### config.mk
export PLATFORM = sky130hd
export DESIGN_NAME = xc_aesmix_seq
export DESIGN_NICKNAME = d
export VERILOG_FILES = /design/src/rtl/xc_aesmix_seq.sv
export SDC_FILE = /design/constraint.sdc
export NUM_CORES = 1
export LEC_CHECK = 0
export ABC_AREA = 1
export BUFFER_PORTS_ARGS = -buffer_cell sky130_fd_sc_hd__buf_4
export CORE_AREA = 2 2 165 167
export DETAILED_ROUTE_END_ITERATION = 8
export DIE_AREA = 0 0 167 169
export PLACE_DENSITY = 0.79
export RECOVER_POWER = 50
export SYNTH_ARGS = -nofsm -noshare
export SYNTH_HDL_FRONTEND = slang
export SYNTH_SLANG_ARGS = --single-unit
export TNS_END_PERCENT = 20
### constraint.sdc
create_clock -name clock -period 2 [get_ports clock]
set_clock_uncertainty 0.2 [all_clocks]
set_input_delay 0.4 -clock clock [delete_from_list [all_inputs] [get_ports clock]]
set_output_delay 0.4 -clock clock [all_outputs]
set_load 0.02 [all_outputs]
### src/rtl/xc_aesmix_seq.sv
`default_nettype none
// ============================================================================
// Module   : xc_aesmix_seq
// Purpose  : Sequences a full 128-bit AES MixColumns / InvMixColumns over a
//            single shared xc_aesmix column datapath. It latches a 4-column
//            state and issues one column at a time over the datapath
//            valid/ready handshake. It flushes the datapath on every
//            completion, assembles the four results and pulses done.
//            Works with both the same-cycle (FAST) and the multi-cycle
//            (area-optimised) xc_aesmix variants.
// Revision : 1.0 - initial release
// ----------------------------------------------------------------------------
// Ports
//   clock           in   1    system clock, rising edge
//   reset           in   1    synchronous, active-low reset
//   start           in   1    begin an operation (sampled in IDLE only)
//   enc             in   1    1 = MixColumns, 0 = InvMixColumns
//   state_in        in   128  column c = state_in[32c+31:32c]
//   abort           in   1    cancel the running operation
//   rand_data       in   32   randomness forwarded to mix_flush_data
//   busy            out  1    operation in progress (through DONE cycle)
//   done            out  1    one-cycle completion pulse
//   state_out       out  128  result state, held until next accepted start
//   mix_valid       out  1    datapath request valid
//   mix_rs1         out  32   {16'h0, col[15:0]}
//   mix_rs2         out  32   {col[31:16], 16'h0}
//   mix_enc         out  1    latched enc
//   mix_flush       out  1    datapath flush (combinational)
//   mix_flush_data  out  32   equals rand_data
//   mix_ready       in   1    datapath result ready
//   mix_result      in   32   datapath column result
// ============================================================================
module xc_aesmix_seq (
  input  logic         clock,
  input  logic         reset,
  input  logic         start,
  input  logic         enc,
  input  logic [127:0] state_in,
  input  logic         abort,
  input  logic [31:0]  rand_data,
  output logic         busy,
  output logic         done,
  output logic [127:0] state_out,
  output logic         mix_valid,
  output logic [31:0]  mix_rs1,
  output logic [31:0]  mix_rs2,
  output logic         mix_enc,
  output logic         mix_flush,
  output logic [31:0]  mix_flush_data,
  input  logic         mix_ready,
  input  logic [31:0]  mix_result
);

  typedef enum logic [1:0] {
    IDLE  = 2'd0,
    ISSUE = 2'd1,
    DONE  = 2'd2
  } state_t;

  state_t        fsm_q;
  logic [1:0]    col_q;
  logic [127:0]  src_q;      // state latched at start; state_in may change later
  logic [127:0]  out_q;
  logic          busy_q;
  logic          done_q;
  logic          valid_q;
  logic          enc_q;
  logic [31:0]   rs1_q;
  logic [31:0]   rs2_q;

  logic          hs_fire;    // request accepted by the datapath this cycle
  logic [1:0]    col_d;
  logic [31:0]   nxt_word;   // next column to present after a handshake

  // Select one 32-bit column out of a 128-bit state.
  function automatic logic [31:0] column_of(input logic [127:0] s,
                                            input logic [1:0]   c);
    logic [31:0] w;
    case (c)
      2'd0:    w = s[31:0];
      2'd1:    w = s[63:32];
      2'd2:    w = s[95:64];
      default: w = s[127:96];
    endcase
    return w;
  endfunction

  assign hs_fire  = valid_q & mix_ready;
  assign col_d    = col_q + 2'd1;
  assign nxt_word = column_of(src_q, col_d);

  always_ff @(posedge clock) begin
    if (!reset) begin
      fsm_q   <= IDLE;
      col_q   <= 2'd0;
      src_q   <= '0;
      out_q   <= '0;
      busy_q  <= 1'b0;
      done_q  <= 1'b0;
      valid_q <= 1'b0;
      enc_q   <= 1'b0;
      rs1_q   <= '0;
      rs2_q   <= '0;
    end else begin
      done_q <= 1'b0;
      case (fsm_q)
        IDLE: begin
          // abort blocks a same-cycle start
          if (start && !abort) begin
            src_q   <= state_in;
            enc_q   <= enc;
            col_q   <= 2'd0;
            out_q   <= '0;
            rs1_q   <= {16'h0000, state_in[15:0]};
            rs2_q   <= {state_in[31:16], 16'h0000};
            valid_q <= 1'b1;
            busy_q  <= 1'b1;
            fsm_q   <= ISSUE;
          end
        end

        ISSUE: begin
          if (abort) begin
            // abort wins over a coincident ready: the result is dropped
            valid_q <= 1'b0;
            busy_q  <= 1'b0;
            col_q   <= 2'd0;
            fsm_q   <= IDLE;
          end else if (hs_fire) begin
            case (col_q)
              2'd0:    out_q[31:0]   <= mix_result;
              2'd1:    out_q[63:32]  <= mix_result;
              2'd2:    out_q[95:64]  <= mix_result;
              default: out_q[127:96] <= mix_result;
            endcase
            if (col_q == 2'd3) begin
              valid_q <= 1'b0;
              done_q  <= 1'b1;
              col_q   <= 2'd0;
              fsm_q   <= DONE;
            end else begin
              // back-to-back issue: valid stays high, operands advance
              col_q <= col_d;
              rs1_q <= {16'h0000, nxt_word[15:0]};
              rs2_q <= {nxt_word[31:16], 16'h0000};
            end
          end
        end

        DONE: begin
          busy_q <= 1'b0;
          fsm_q  <= IDLE;
        end

        default: begin
          valid_q <= 1'b0;
          busy_q  <= 1'b0;
          col_q   <= 2'd0;
          fsm_q   <= IDLE;
        end
      endcase
    end
  end

  assign busy           = busy_q;
  assign done           = done_q;
  assign state_out      = out_q;
  assign mix_valid      = valid_q;
  assign mix_rs1        = rs1_q;
  assign mix_rs2        = rs2_q;
  assign mix_enc        = enc_q;
  // Flush on every completed handshake and on an abort of a live request.
  assign mix_flush      = valid_q & (mix_ready | abort);
  assign mix_flush_data = rand_data;

endmodule
`default_nettype wire

==> flow_summary.toml <==
[timing]
final.setup.tns_ns = 0
fin_crit_ns = 1.91
setup_viol = 0
max_freq_mhz = 523
rsz0062_at_grt = "no"
hold_viol_final = 0
finalCritPeriodShare_pct = 95.6
timing.final.ws_setup_ns = 0.0890
maxSlewViolCount = 0

[clock_tree]
clockRootBuffer = "clkbuf_16"
cts_buffers = 31
post-cts-setup-buffer-count = 0
ctsLongestPathBuffers = 3
cts_max_level = 1
cts_tree = "yes"
cts.sinks = 296
clk_pin_slew_worst_paths_ns = 0.06
insertion_delay_ns = 0.55

[floorplanning]
die_area_um2 = 28200
initial_core_util_pct = 50.1
die_width_um = 167
io_pins = 427
dieHeight_um = 169
coreArea_um2 = 26500
fp-row-count = 60

[yosys]
yosysUniqueCellTypes = 21
ys_ff_latch = 296
synth_top_area_cell = "dfxtp_1"
async_reset_ff_share_pct = 0
synth.area.top_cells = "dfxtp_1 45%, nor2_1 16%, nand2_1 12%, nand3_1 6.2%, o21ai_0 6.1%"
avgSynthCellArea_um2 = 6.67
ys.flop_type = "dfxtp_1"
yosysSeqAreaShare_pct = 44.7
syn_inst = 1989
synth-warning-count = 0
synth_area_um2 = 13300
synth_edf_count = 0
synth_top_area_share_pct = 44.7

[worst_setup_path]
crit_required_ns = 2.29
path_buf_inv = 2
worstPathArrival_ns = 2.20
crit_top_cell = "nor2_1"
endpoint_kind = "flop"
crit_chain = "inv_2, nor2_8, buf_8, o21ai_0, nor2_1, nor2_1, nor2_1"
crit_path_max_incr_delay_ns = 0.42
crit_fanout = 30
path_delay_family = "simple AND/OR/NAND/NOR gates"
slowest_stage = "dfxtp_1"
setup.worst_path.start_class = "flop"
crit_type = "reg2reg"

[placed_design]
dp_hpwl_um = 27100
place_ws_ns = 0.0329
port_buffers = 330
place.gp.congestion = 0.876

[power]
clockPowerShare_pct = 37.0
p_leak_nw = 8.01
power_frac_seq_pct = 42.7
internal_power_w = 0.0109
swShare_pct = 29.8
finalPower_w = 0.0156
power_switching_w = 0.00464
p_per_area_nw_per_um2 = 887
ir_drop_mv = 0.800
comb_power_share_pct = 20.3

[route]
firstDrtPassIters = 7
finalWirelength_um = 45000
ant_nets = 0
avgRoutedWirePerCell_um = 16.6
route.met2.wl_um = 21300
top_layer = "met4"
vias = 14500
wl_met3_um = 4330
remaining_drc_errors = 0
via_per_inst = 5.36
drtIter0Drc = 1645
wl_met1_um = 17200

[cells_and_area]
post-route-util_pct = 66.3
area_growth_pct = 32.4
drive_above_1_share_pct = 11.9
nNetsFinal = 2552

[run_status]
status = "finished clean"

[grt]
grt_overflow = 0
antenna_found_initial = 2
first_global_vias = 13800
grt_usage_pct = 30.4
grt_pass1_wl_um = 70900
grt_max_degree = 86

[job]
drv_cap = 0

[min_path]
hp-class = "in2reg"
routing by layer:
layer / vias up / global-route usage (%)
li1: 6903 / -
met1: 6514 / 36.9
met2: 931 / 52.0
met3: 184 / 5.52
met4: 0 / 15.2
met5: - / 0
kinds of logic after synthesis:
| family | synth area share, % |
|---|---|
| simple gates | 34.8 |
| other cells | 0.0283 |
| buf+inv | 9.89 |
| compound gates | 10.1 |
| fa+ha+maj | 0.566 |
| flops | 44.7 |
sequential cells by signal, indices dropped and copies added (netlist names):
name and count:
fsm_q 2, done 1, mix_rs1 16, mix_enc 1, src_q 128, state_out 128, mix_valid 1, mix_rs2 16
col_q 2, busy 1
cell usage in the layout, fill, tap and decap left out, types with 2 or more instances in the layout:
master         count
buf_4            178
dfxtp_1          294
nor2_1           553
inv_2              3
nor2_2             2
a21oi_1          100
diode_2            2
o21ai_0          162
dlygate4sd3_1    130
inv_4              2
buf_6              7
dfxtp_2            2
bufinv_16          2
clkinv_2           7
clkbuf_2           2
conb_1            32
buf_12            24
clkbuf_8           9
clkbuf_1         166
nand2_2            4
inv_1             41
nor3_1             2
nand3_1          165
ha_1               6
nand2_1          437
clkbuf_16         31
through the flow:
step	hold slack, ns	cell area [µm²]	std cells
after floorplan	0.250	13400	2020
after global placement	0.253	15800	2526
after detailed placement	0.259	15800	2526
after CTS	0.0244	18200	2711
after global routing	0.0529	17600	2713
final	0.0424	17600	2713
synthesized netlist by cell type, types with 6 or more instances:
library cell / number
inv_1: 41
nand2_1: 438
ha_1: 6
o21ai_0: 162
clkbuf_2: 8
dfxtp_1: 296
nand3_1: 165
nor2_1: 555
buf_2: 60
a21oi_1: 100
clkbuf_1: 70
buf_4: 71
area by class of cell:
class,instances,area (µm²)
Fill cell,2299,8940
Tap cell,341,427
Multi-Input combinational cell,1468,6160
Clock buffer,43,901
Inverter,46,178
Antenna cell,2,5.00
Sequential cell,296,5930
Timing Repair Buffer,505,3840
Clock inverter,12,120
worst reg2reg max path, delay by kind of cell (launching register included):
kind / cells / cell delay (ns)
compound gates: 1 / 0.23
buf+inv: 2 / 0.38
flops: 1 / 0.42
simple gates: 4 / 0.63
worst paths after layout:
kind                 start           to  slack (ns)  cells after the start
setup / recovery  fsm_q[0]  mix_rs2[18]        0.09                      7
setup reg to reg  fsm_q[0]  mix_rs2[18]        0.09                      7
hold / removal       reset  mix_rs1[15]        0.04                      3
hold reg to reg       busy         busy        0.26                      2
what timing repair did:
action,CTS,global route
hold buffers,130,0
resized for setup,3,9
endpoints found under the setup margin,2,34
endpoints found under the hold margin,146,0
pin swaps,0,1
power by group through the flow:
stage	clock, W	combinational [W]	sequential, W
after floorplan	0	0.00166	0.00705
after global placement	0	0.00304	0.00675
after detailed placement	0	0.00309	0.00676
after CTS	0.00584	0.00332	0.00664
after global routing	0.00609	0.00348	0.00668
final	0.00577	0.00317	0.00665
Power figures use the tool's default switching activity.
